<file path="src/rtl/coin_pkg.sv">
// Shared coin codes and emit-state encoding for the coin acceptor and the vending FSM.
package coin_pkg;
    localparam int COIN_W = 2;

    localparam logic [COIN_W-1:0] COIN_NONE = 2'b00;
    localparam logic [COIN_W-1:0] COIN_ONE  = 2'b01;
    localparam logic [COIN_W-1:0] COIN_TWO  = 2'b10;

    typedef enum logic [1:0] {
        EMIT_IDLE = 2'd0,
        EMIT_CODE = 2'd1,
        EMIT_GAP  = 2'd2
    } emit_state_t;
endpackage

</file>
<file path="src/rtl/coin_acceptor_if.sv">
// Sensor inputs and coin-code outputs between the coin slot front end and its surroundings.
interface coin_acceptor_if #(parameter int FIFO_DEPTH = 4);
    import coin_pkg::*;

    logic                        sens_one;
    logic                        sens_two;
    logic                        accept_en;
    logic [COIN_W-1:0]           coin;
    logic                        reject;
    logic [1:0]                  jam;
    logic [$clog2(FIFO_DEPTH):0] fifo_cnt;

    modport master (output sens_one, sens_two, accept_en,
                    input  coin, reject, jam, fifo_cnt);
    modport slave  (input  sens_one, sens_two, accept_en,
                    output coin, reject, jam, fifo_cnt);
endinterface

</file>
<file path="src/rtl/coin_debounce.sv">
// One sensor channel: 2-flop synchroniser, debouncer and pulse-width counter with jam detect.
module coin_debounce #(
    parameter int DEBOUNCE_CYCLES = 4,
    parameter int MIN_PULSE       = 3,
    parameter int MAX_PULSE       = 200
) (
    input  logic clk,
    input  logic rst,
    input  logic sens,
    output logic done,
    output logic width_ok,
    output logic jam
);
    localparam int DW = $clog2(DEBOUNCE_CYCLES + 1);
    localparam int WW = $clog2(MAX_PULSE + 2);
    localparam logic [WW-1:0] W_SAT = WW'(MAX_PULSE + 1);

    logic          sync1, sync2, level, flip;
    logic [DW-1:0] db_cnt;
    logic [WW-1:0] width, width_inc;

    assign flip      = (sync2 != level) && (db_cnt == DW'(DEBOUNCE_CYCLES - 1));
    assign width_inc = (width == W_SAT) ? W_SAT : width + 1'b1;

    always_ff @(posedge clk) begin
        if (rst) begin
            sync1    <= 1'b0;
            sync2    <= 1'b0;
            level    <= 1'b0;
            db_cnt   <= '0;
            width    <= '0;
            jam      <= 1'b0;
            done     <= 1'b0;
            width_ok <= 1'b0;
        end else begin
            sync1    <= sens;
            sync2    <= sync1;
            done     <= 1'b0;
            width_ok <= 1'b0;
            // any agreeing sample restarts the stability count
            if (sync2 == level || flip) db_cnt <= '0;
            else                        db_cnt <= db_cnt + 1'b1;
            if (flip) level <= sync2;
            if (level) begin
                if (flip) begin
                    width    <= '0;
                    jam      <= 1'b0;
                    done     <= !jam;
                    width_ok <= (width_inc >= WW'(MIN_PULSE));
                end else begin
                    width <= width_inc;
                    if (width_inc > WW'(MAX_PULSE)) jam <= 1'b1;
                end
            end
        end
    end
endmodule

</file>
<file path="src/rtl/coin_acceptor.sv">
// Coin acceptor top: two sensor channels, pending arbiter, coin queue and one-code-at-a-time emitter.
module coin_acceptor
    import coin_pkg::*;
#(
    parameter int DEBOUNCE_CYCLES = 4,
    parameter int MIN_PULSE       = 3,
    parameter int MAX_PULSE       = 200,
    parameter int FIFO_DEPTH      = 4,
    parameter int GAP_CYCLES      = 1
) (
    input logic            clk,
    input logic            rst,
    coin_acceptor_if.slave bus
);
    localparam int PW = $clog2(FIFO_DEPTH) + 1;
    localparam int GW = $clog2(GAP_CYCLES + 2);

    logic [1:0] sens, done, width_ok, jam, pending, served, complete_ok, complete_rej;

    assign sens = {bus.sens_two, bus.sens_one};

    coin_debounce #(
        .DEBOUNCE_CYCLES(DEBOUNCE_CYCLES),
        .MIN_PULSE      (MIN_PULSE),
        .MAX_PULSE      (MAX_PULSE)
    ) u_db [1:0] (
        .clk     (clk),
        .rst     (rst),
        .sens    (sens),
        .done    (done),
        .width_ok(width_ok),
        .jam     (jam)
    );

    assign complete_ok  = done & width_ok & {2{bus.accept_en}};
    assign complete_rej = done & ~(width_ok & {2{bus.accept_en}});

    logic              wr_req;
    logic [COIN_W-1:0] wr_code;

    always_comb begin
        wr_req  = 1'b0;
        wr_code = COIN_NONE;
        served  = 2'b00;
        if (pending[0]) begin
            wr_req  = 1'b1;
            wr_code = COIN_ONE;
            served  = 2'b01;
        end else if (pending[1]) begin
            wr_req  = 1'b1;
            wr_code = COIN_TWO;
            served  = 2'b10;
        end
    end

    logic [COIN_W-1:0] mem [FIFO_DEPTH];
    logic [PW-1:0]     wr_ptr, rd_ptr, count;
    logic              full, empty, pop, push, drop, ready;

    assign count = wr_ptr - rd_ptr;
    assign full  = (count == PW'(FIFO_DEPTH));
    assign empty = (count == '0);
    // a pop in the same cycle frees the slot, so a write against a full queue still lands
    assign push  = wr_req && (!full || pop);
    assign drop  = wr_req && full && !pop;

    emit_state_t       state, state_nxt;
    logic [GW-1:0]     gap_cnt, gap_nxt;
    logic [COIN_W-1:0] code_q;

    always_comb begin
        state_nxt = state;
        gap_nxt   = gap_cnt;
        ready     = 1'b0;
        unique case (state)
            EMIT_IDLE: ready = 1'b1;
            EMIT_CODE: begin
                gap_nxt = '0;
                if (GAP_CYCLES == 0) begin
                    ready     = 1'b1;
                    state_nxt = EMIT_IDLE;
                end else begin
                    state_nxt = EMIT_GAP;
                end
            end
            EMIT_GAP: begin
                gap_nxt = gap_cnt + 1'b1;
                if (gap_cnt == GW'(GAP_CYCLES - 1)) begin
                    ready     = 1'b1;
                    state_nxt = EMIT_IDLE;
                end
            end
            default: state_nxt = EMIT_IDLE;
        endcase
        pop = ready && !empty;
        if (pop) state_nxt = EMIT_CODE;
    end

    logic [1:0] rej_hold;
    logic [2:0] rej_total;

    assign rej_total = 3'(rej_hold) + 3'(complete_rej[0]) + 3'(complete_rej[1]) + 3'(drop);

    always_ff @(posedge clk) begin
        if (rst) begin
            state      <= EMIT_IDLE;
            gap_cnt    <= '0;
            code_q     <= COIN_NONE;
            wr_ptr     <= '0;
            rd_ptr     <= '0;
            pending    <= 2'b00;
            bus.reject <= 1'b0;
            rej_hold   <= '0;
        end else begin
            state   <= state_nxt;
            gap_cnt <= gap_nxt;
            pending <= (pending & ~served) | complete_ok;
            if (push) wr_ptr <= wr_ptr + 1'b1;
            if (pop) begin
                rd_ptr <= rd_ptr + 1'b1;
                code_q <= mem[rd_ptr[PW-2:0]];
            end
            // one pulse per cycle; extra events in the same cycle spill into following cycles
            bus.reject <= (rej_total != '0);
            if (rej_total == '0)     rej_hold <= '0;
            else if (rej_total > 3'd4) rej_hold <= 2'd3;
            else                     rej_hold <= 2'(rej_total - 3'd1);
        end
    end

    always_ff @(posedge clk) begin
        if (push) mem[wr_ptr[PW-2:0]] <= wr_code;
    end

    assign bus.coin     = (state == EMIT_CODE) ? code_q : COIN_NONE;
    assign bus.jam      = jam;
    assign bus.fifo_cnt = count;
endmodule

</file>
<file path="src/flat_wrapper.sv">
// flat-port wrapper written by rule: the top's interface ports become plain ports
module coin_acceptor_flat import coin_pkg::*;
#(
    parameter int DEBOUNCE_CYCLES = 4,
    parameter int MIN_PULSE       = 3,
    parameter int MAX_PULSE       = 200,
    parameter int FIFO_DEPTH      = 4,
    parameter int GAP_CYCLES      = 1
)
  (clk, rst, bus_sens_one, bus_sens_two, bus_accept_en, bus_coin, bus_reject, bus_jam, bus_fifo_cnt);
  coin_acceptor_if #(.FIFO_DEPTH(FIFO_DEPTH)) bus_i ();
  input logic clk;
  input logic rst;
  input wire logic [$bits(bus_i.sens_one)-1:0] bus_sens_one;
  input wire logic [$bits(bus_i.sens_two)-1:0] bus_sens_two;
  input wire logic [$bits(bus_i.accept_en)-1:0] bus_accept_en;
  output wire logic [$bits(bus_i.coin)-1:0] bus_coin;
  output wire logic [$bits(bus_i.reject)-1:0] bus_reject;
  output wire logic [$bits(bus_i.jam)-1:0] bus_jam;
  output wire logic [$bits(bus_i.fifo_cnt)-1:0] bus_fifo_cnt;
  assign bus_i.sens_one = bus_sens_one;
  assign bus_i.sens_two = bus_sens_two;
  assign bus_i.accept_en = bus_accept_en;
  assign bus_coin = bus_i.coin;
  assign bus_reject = bus_i.reject;
  assign bus_jam = bus_i.jam;
  assign bus_fifo_cnt = bus_i.fifo_cnt;
  coin_acceptor #(.DEBOUNCE_CYCLES(DEBOUNCE_CYCLES), .MIN_PULSE(MIN_PULSE), .MAX_PULSE(MAX_PULSE), .FIFO_DEPTH(FIFO_DEPTH), .GAP_CYCLES(GAP_CYCLES)) u_core (.clk(clk), .rst(rst), .bus(bus_i));
endmodule
</file>
<file path="config.mk">
export PLATFORM = sky130hd
export DESIGN_NAME = coin_acceptor_flat
export DESIGN_NICKNAME = d
export VERILOG_FILES = /design/src/rtl/coin_pkg.sv /design/src/rtl/coin_acceptor_if.sv /design/src/rtl/coin_debounce.sv /design/src/rtl/coin_acceptor.sv /design/src/flat_wrapper.sv
export SDC_FILE = /design/constraint.sdc
export NUM_CORES = 1
export LEC_CHECK = 0
export ABC_AREA = 1
export BUFFER_PORTS_ARGS = -buffer_cell sky130_fd_sc_hd__buf_2
export CORE_ASPECT_RATIO = 0.75
export CORE_MARGIN = 1.5
export CORE_UTILIZATION = 55
export CTS_CLUSTER_DIAMETER = 120
export CTS_CLUSTER_SIZE = 40
export DETAILED_ROUTE_END_ITERATION = 12
export GPL_TIMING_DRIVEN = 0
export MAX_ROUTING_LAYER = met4
export PLACE_DENSITY = 0.83
export SYNTH_ARGS = -nofsm -noshare
export SYNTH_HDL_FRONTEND = slang
export SYNTH_HIERARCHICAL = 1
export SYNTH_SLANG_ARGS = --single-unit
</file>
<file path="constraint.sdc">
create_clock -name clk -period 2.6 [get_ports clk]
set_input_delay 0.52 -clock clk [delete_from_list [all_inputs] [get_ports clk]]
set_output_delay 0.52 -clock clk [all_outputs]
set_load 0.01 [all_outputs]
</file>
==> metrics.md, run 1 <==
| Metric | Value |
|---|---|
| Placed cells | a little over 500 |
| Post-Syn Area | between 3000 and 4000 um2 |
| Vias | roughly 2600 |
| Final setup margin | roughly 0.040 ns |
| Htree depth | 3 |
| Router iterations before antenna repair | 5 |
| Slowest CP cell | fa_2 |
| DP HPWL | approximately 4300 um |
| Post-synth top area cell | dfxtp_1 |
| Ys async rst share | 0 |
| HP Start | bus_sens_one |
| Synth warn | 6 |
| Initial antenna violation count | 0 |
| CP Max Fanout | 2 |
| Most frequent cells in the layout | nand2_1, inv_1, nor2_1 |
| P_sw | about 0.00088 W |
| IO Pins | 13 |
| Overall routed net length | roughly 5900 um |
| Static Leak | about 1.6 nW |
| CTS tree | built |
| Remaining DRCs | 0 |
| Worst r2r src | u_core/wr_ptr[0] |
| Post-synth EDFFs | 8 |
| DRT iter0 DRCs | between 100 and 150 |
| DP Worst Slack | -0.2381 ns |
| Hold Path Class | input pin to register |
| IO Port Bufs | 12 |
| Chip Height | ~68 um |
| Power per cell area | roughly 750 nW/um2 |
| Largest net degree at the start of global routing | 13 |
| Critical Path RT | 2.84 ns |
| Post-DR vias/cell | 4.887 |
| CP Launch Type | register |
| Tcrit/Tclk final | 0.9845 |
| Starting Density | 0.5779 |
| Total Power | about 0.0027 W |
| Total global routing overflow | 0 |
| Layout fillers | 458 |
| Crit end category | register |
| Die width | ~90 um |
| Top delay family on crit path | adder cells |
| Fin. max-slew vios | 0 |
| Detail Route Antenna Nets | 0 |
| Sequential power share | 0.377 |
| Internal power | about 0.0018 W |
| Final Skew | roughly 0.0074 ns |
| Switching share of total power | 0.3273 |
| Post-synthesis sequential area ratio | 0.4013 |
| Cell count after synthesis | roughly 430 |
| Prevailing post-synth register cell | dfxtp_1 |
| Die area | between 6000 and 7000 um2 |
| Clock Latency Late Sink | 0.34 ns |
| Final-stage net count | 487 |
| Critical path class | register to register |
| CP peak stage delay | approximately 0.53 ns |
| Avg Inst Size Synth | roughly 7.3 um2 |
| Clk slew on worst S/H paths | 0.07 ns |
| Root Buffer | clkbuf_8 |
| First-pass GRT wire length | just over 10000 um |
| Post-layout min period | about 2.6 ns |
| Clock power share | 0.343 |
| Top cell type's share of synthesized area | 0.3248 |
| Non-Filler Instances | 539 |
| Ratio of cells with drive above 1 in the final layout | 0.1767 |
| CP Cell Sequence | inv_4 -> ha_4 -> fa_2 -> nand2_2 -> nor2_4 -> nand3_2 -> a21oi_2 -> ha_2 -> fa_1 -> inv_2 -> ha_4 -> a21oi_2 -> inv_1 -> nor2_1 |
| Mapped Nets | 459 |
| Final setup fails | 0 |
| Vias in the first global route | between 2000 and 2500 |
| Max clock buf depth | 2 |
| GRT Overall Usage | 0.2193 |
| Commonest non-fill, non-tap cell in the layout | nand2_1 |
| Synth Register Bits | between 50 and 60 |
| Run status | finished clean |
| Max frequency | a little under 400 MHz |
| Least-Margin Pin Slew | 0.4659 ns |
| Num CTS Buffers | 9 |
| Final Hold Fails | 0 |
| Yosys cell types | 33 |
| Core footprint | approximately 5400 um2 |
| Combinational share of power | 0.279 |
| Data arrival, critical path | 2.80 ns |
| N_diodes | 0 |
| RSZ-0062 raised after global routing | yes |
| # rows | 23 |
| VDD IR max | 420.2 uV |
| CP startpoint | u_core/wr_ptr[0] |
| Routed length per placed instance | about 11 um |
| Top cells by area, synth | dfxtp_1, nand2_1, inv_1 |
| Area Overhead vs Synth | 15.21% |
| MaxCap Viol Count | 0 |
| Gpl congestion | 0.8952 |
| Slew margin rel. | 0.6894 |
| CTS sink count | between 50 and 60 |
| CP bufs+invs | 3 |
==> final timing paths <==
kind / slack (ns) / cells past startpoint / end
setup reg to reg: 0.04 / 14 / u_core/rej_hold[1]
setup / recovery: 0.04 / 14 / u_core/rej_hold[1]
hold reg to reg: 0.41 / 2 / u_core/u_db[0]/sync2
hold / removal: 0.38 / 3 / u_core/u_db[0]/sync1
==> cells by family (layout without fill, tap and decap cells) <==
group / count (synthesis) / after routing / share of synthesized area
XOR/XNOR: 4 / 4 / 0.01115
AO/OA/AOI/OAI: 48 / 48 / 0.08519
adder cells (fa/ha/maj): 23 / 23 / 0.09873
buffers and inverters: 85 / 118 / 0.1043
AND/OR/NAND/NOR: 212 / 212 / 0.2994
flip-flops: 59 / 59 / 0.4013
==> cells in the mapped netlist, drive strengths merged, types with 3 or more instances <==
library cell / n
a21oi: 31
buf: 3
clkbuf: 3
dfxtp: 51
edfxtp: 8
fa: 3
ha: 20
inv: 77
nand2: 113
nand3: 28
nand3b: 5
nor2: 56
nor3: 3
o21ai: 11
or2: 5
xor2: 4
==> layer usage <==
| metal | up-vias | share of wire | global-route usage |
|---|---|---|---|
| met5 | - | 0 | - |
| met4 | 0 | 0.0091 | 0.08333 |
| met3 | 6 | 0.052 | 0.08778 |
| met2 | 54 | 0.47 | 0.3684 |
| met1 | 1181 | 0.47 | 0.2396 |
| li1 | 1393 | - | - |
==> final cells by class <==
| class | instances | area [um2] | area share |
|---|---|---|---|
| plain buffers | 6 | 26.28 | 0.007256 |
| clock buffers | 9 | 123.9 | 0.03421 |
| flip-flops and latches | 59 | 1264 | 0.3490 |
| clock inverters | 7 | 98.84 | 0.02730 |
| repair buffers | 17 | 97.59 | 0.02695 |
| inverters | 79 | 304.0 | 0.08397 |
| multi-input cells | 287 | 1613 | 0.4454 |
| well taps | 75 | 93.84 | 0.02592 |
==> power groups by stage <==
stage / combinational (W) / clock [W] / sequential, W
after CTS: 0.000731 / 0.000955 / 0.00102
final: 0.000755 / 0.000928 / 0.00102
after detailed placement: 0.000666 / 0 / 0.00104
after global placement: 0.000629 / 0 / 0.00103
after global routing: 0.000845 / 0.000994 / 0.00103
after floorplan: 0.000521 / 0 / 0.00103
==> worst min-delay path, delay by kind of cell <==
family / cells / cell delay [ns]
buffers and inverters: 2 / 0.14
AND/OR/NAND/NOR: 1 / 0.03
==> metrics by stage <==
step           setup TNS [ns]  hold slack (ns)    util  instance area, um2
4_1_cts              -0.06158           0.3549  0.6616                3598
3_3_place_gp          -0.3476           0.3963  0.6062                3297
3_5_place_dp          -0.5625           0.3961  0.6062                3297
6_report                    0           0.3765  0.6657                3621
2_1_floorplan               0           0.3883       -                3143
5_1_grt               -0.1693           0.3527  0.6657                3621
==> sequential cells by signal, summed over array words and instances (netlist names), 3 cells and up <==
signal and cells:
u_core/u_db/db_cnt 6, u_core/u_db/width 16, u_core/rd_ptr 3, u_core/wr_ptr 3, u_core/mem 8
==> what timing repair did <==
action	CTS	global route
gates cloned	0	0
setup endpoints to repair	3	3
resized for setup	15	4
hold buffers	0	0
buffers inserted	4	1
pin swaps	9	4
Note: power is estimated with default switching activity, not from simulation.
==> inputs of run 2 (changes only) <==
Settings changed: ABC_AREA 1 to default, CORE_UTILIZATION 55 to 56, PLACE_DENSITY 0.83 to 0.84.
==> metrics.md, run 2 <==
| Metric | Value |
|---|---|
| Run status | complete, but fails checks (was finished clean) |
| Failing checks | negative setup slack |
| Final core utilization | 0.6654 (was 0.6657) |
| Final hold slack | 0.3894 ns (was 0.3765 ns) |
| DRT iter0 DRCs | 229 (was 124) |
| CTS Hold Bufs | 0 (unchanged) |
| Most common library cells after synthesis | dfxtp_1, nor2_1, ha_1, inv_1, a21oi_1 (was nand2_1, inv_1, nor2_1, dfxtp_1) |
| Max clock buf depth | 2 (unchanged) |
| Clock Latency Late Sink | 0.34 ns (about the same) |
| IO Pins | 13 (unchanged) |
| Num CTS Buffers | 9 (unchanged) |
| Top cells by area, synth | dfxtp_1, ha_1, edfxtp_1 (was dfxtp_1, nand2_1, inv_1) |
| Cell mode on critical path | ha_4 |
| Die area | 6385 um2 (was 6182 um2) |
| Fin. max-slew vios | 0 (unchanged) |
| Max frequency | 363.6 MHz (was 390.7 MHz) |
| Power per cell area | 686.0 nW/um2 (was 746.2 nW/um2) |
| RSZ-0062 raised after global routing | yes (unchanged) |
| Final Hold Fails | 0 (unchanged) |
| GRT Overall Usage | 0.2500 (was 0.2193) |
| Synth warn | 6 (unchanged) |
| Max FFs per register | 16 (unchanged) |
| VDD IR max | 369.2 uV (was 420.2 uV) |
| Post-synth EDFFs | 8 (unchanged) |
| Total global routing overflow | 0 (unchanged) |
| Ys async rst share | 0 (unchanged) |
| FF-to-FF path depth | 12 (was 14) |
| Chip Height | 69.58 um (was 68.47 um) |
| Routed length per placed instance | 15.53 um (was 10.98 um) |
| Commonest non-fill, non-tap cell in the layout | dfxtp_1 (was nand2_1) |
| First-pass GRT wire length | 12140 um (was 10160 um) |
| Most frequent cells in the layout | dfxtp_1, nor2_1, inv_1 (was nand2_1, inv_1, nor2_1) |
| Final setup margin | -0.1502 ns (was 0.04026 ns) |
| Setup crit end | u_core/rej_hold[1] (unchanged) |
| Crit end category | register (unchanged) |
| Mapped Nets | 379 (was 459) |
| Top cell type's share of synthesized area | 0.3085 (was 0.3248) |
| Data arrival, critical path | 3.02 ns (was 2.80 ns) |
| Synth Register Bits | 59 (unchanged) |
| Count leader, synth | dfxtp_1 (was nand2_1) |
| Cell count after synthesis | 351 (was 431) |
| Final setup fails | 1 (was 0) |
| IO Port Bufs | 12 (unchanged) |
| N_diodes | 0 (unchanged) |
| Setup TNS | -0.1502 ns (was 0 ns) |
| Slowest CP cell | fa_2 (unchanged) |
| Overall routed net length | 7220 um (was 5916 um) |
| Vias in the first global route | 2720 (was 2483) |
| Area Overhead vs Synth | 15.92% (was 15.21%) |
| Layout fillers | 474 (was 458) |
| Register area | 1270 um2 (was 1264 um2) |
| CTS tree | built (unchanged) |
| Post-synth top area cell | dfxtp_1 (unchanged) |
| Least-Margin Pin Slew | 0.5373 ns (was 0.4659 ns) |
| Post-DR vias/cell | 5.970 (was 4.887) |
| Vias | 2776 (was 2634) |
| Hold Path Class | input pin to register (unchanged) |
| Yosys cell types | 63 (was 33) |
| CP Cell Sequence | inv_4 -> ha_4 -> fa_2 -> and2_4 -> nand3_2 -> nor2_2 -> ha_2 -> fa_1 -> inv_2 -> ha_4 -> maj3_2 -> nor2_1 (was inv_4 -> ha_4 -> fa_2 -> nand2_2 -> nor2_4 -> nand3_2 -> a21oi_2 -> ha_2 -> fa_1 -> inv_2 -> ha_4 -> a21oi_2 -> inv_1 -> nor2_1) |
| Multi-input logic area | 1947 um2 (was 1613 um2) |
| Starting Density | 0.5740 (was 0.5779) |
| Avg Inst Size Synth | 9.429 um2 (was 7.292 um2) |
| Final-stage net count | 410 (was 487) |
| CTS sink count | 59 (unchanged) |
| Non-Filler Instances | 465 (was 539) |
| Gpl congestion | 0.9390 (was 0.8952) |
| Critical path class | register to register (unchanged) |
| CP Max Fanout | 3 (was 2) |
| Reg with most FFs | u_core/u_db/width (unchanged) |
| Remaining DRCs | 0 (unchanged) |
| Worst R2R Setup Slack | -0.15 ns (was 0.04 ns) |
| RR Endpoint | u_core/rej_hold[1] (unchanged) |
| Final Skew | 0.009572 ns (was 0.007382 ns) |
| Tcrit/Tclk final | 1.058 (was 0.9845) |
| Total Power | 0.002632 W (was 0.002702 W) |
| Router iterations before antenna repair | 6 (was 5) |
| Htree depth | 3 (unchanged) |
| Core footprint | 5766 um2 (was 5439 um2) |
| # rows | 24 (was 23) |
| Largest net degree at the start of global routing | 21 (was 13) |
| Post-Syn Area | 3309 um2 (was 3143 um2) |
| CP Launch Type | register (unchanged) |
| DP HPWL | 4941 um (was 4312 um) |
| Worst r2r src | u_core/wr_ptr[0] (unchanged) |
| Ratio of cells with drive above 1 in the final layout | 0.2016 (was 0.1767) |
| Initial antenna violation count | 0 (unchanged) |
| MaxCap Viol Count | 0 (unchanged) |
| Post-layout min period | 2.750 ns (was 2.560 ns) |
| Slew margin rel. | 0.6405 (was 0.6894) |
| Clk slew on worst S/H paths | 0.06 ns (was 0.07 ns) |
| Post-synthesis sequential area ratio | 0.3811 (was 0.4013) |
| Critical Path RT | 2.87 ns (was 2.84 ns) |
| CP peak stage delay | 0.53 ns (about the same) |
| Root Buffer | clkbuf_8 (unchanged) |
| Placed cells | 441 (was 518) |
| CP startpoint | u_core/wr_ptr[0] (unchanged) |
| Static Leak | 1.517 nW (was 1.571 nW) |
| Detail Route Antenna Nets | 0 (unchanged) |
| Prevailing post-synth register cell | dfxtp_1 (unchanged) |
| Die width | 91.77 um (was 90.29 um) |
-- run 2: cell count changes after synthesis, moves of 7 or more --
cell,previous run,this run
mux2i_1,0,7
nand2b_1,0,15
nor2_1,52,30
inv_1,72,20
and2_1,0,7
nand2_2,7,0
nand4_1,0,8
a21oi_1,27,17
nand2_1,103,15
nand3_1,27,11
nor2b_1,0,13
clkbuf_1,3,10
-- run 2: final cells by class --
cell class / count / share of cell area
Clock inverter: 3 / 0.01109
Multi-Input combinational cell: 254 / 0.5075
Sequential cell: 59 / 0.3311
Tap cell: 78 / 0.02544
Buffer: 17 / 0.02348
Inverter: 20 / 0.02022
Clock buffer: 13 / 0.04697
Timing Repair Buffer: 21 / 0.03425
-- run 2: cell families (layout without fill, tap and decap cells) --
group,after synthesis,count (layout),synth area share
compound gates,69,69,0.1486
xor+xnor,9,9,0.02873
fa+ha+maj,24,24,0.09679
buf+inv,38,74,0.05104
flops,59,59,0.3811
mux,10,10,0.03818
simple gates,142,142,0.2556
-- run 2: repair_timing --
action                                  in CTS  in global routing
setup buffers                                5                  4
endpoints found under the setup margin       3                  3
cloned                                       0                  0
pin swaps                                    3                  2
endpoints found under the hold margin        0                  0
gates resized for setup                     11                  5
-- run 2: routing by layer --
layer	GRT usage	wire length [um]	vias up
li1	-	-	1328
met4	0.07863	87	0
met5	-	0	-
met3	0.08114	482	12
met1	0.2912	3073	1329
met2	0.4121	3577	107
-- run 2: how the worst min path moves through the flow --
stage	startpoint	endpoint	cells after the start
after global placement	u_core/u_db[1]/db_cnt[0]	u_core/u_db[1]/db_cnt[0]	1
after CTS	bus_sens_one	u_core/u_db[0]/sync1	2
after global routing	bus_sens_two	u_core/u_db[1]/sync1	2
final	bus_sens_one	u_core/u_db[0]/sync1	2
after detailed placement	u_core/u_db[0]/db_cnt[0]	u_core/u_db[0]/db_cnt[0]	1
after floorplan	u_core/u_db[0]/db_cnt[0]	u_core/u_db[0]/db_cnt[0]	1
-- run 2: where the power goes --
group / total [W] / internal (W) / switching [W]
Combinational: 0.000716 / 0.000339 / 0.000377
Sequential: 0.00102 / 0.000971 / 0.0000460
Clock: 0.000899 / 0.000552 / 0.000347
-- run 2: stage by stage --
| step | cell area (um2) | setup slack, ns |
|---|---|---|
| floorplan | 3337 | -0.2503 |
| global placement | 3495 | -0.3639 |
| detailed placement | 3495 | -0.4167 |
| CTS | 3784 | -0.1279 |
| global route | 3836 | -0.2015 |
| finish | 3836 | -0.1502 |
-- run 2: worst max-delay path: cells and delay by family, from the launching register on --
kind | cells | cell delay [ns]
and+or+nand+nor | 4 | 0.43
DFF | 1 | 0.36
buffers and inverters | 2 | 0.13
adders and majority gates | 6 | 1.77
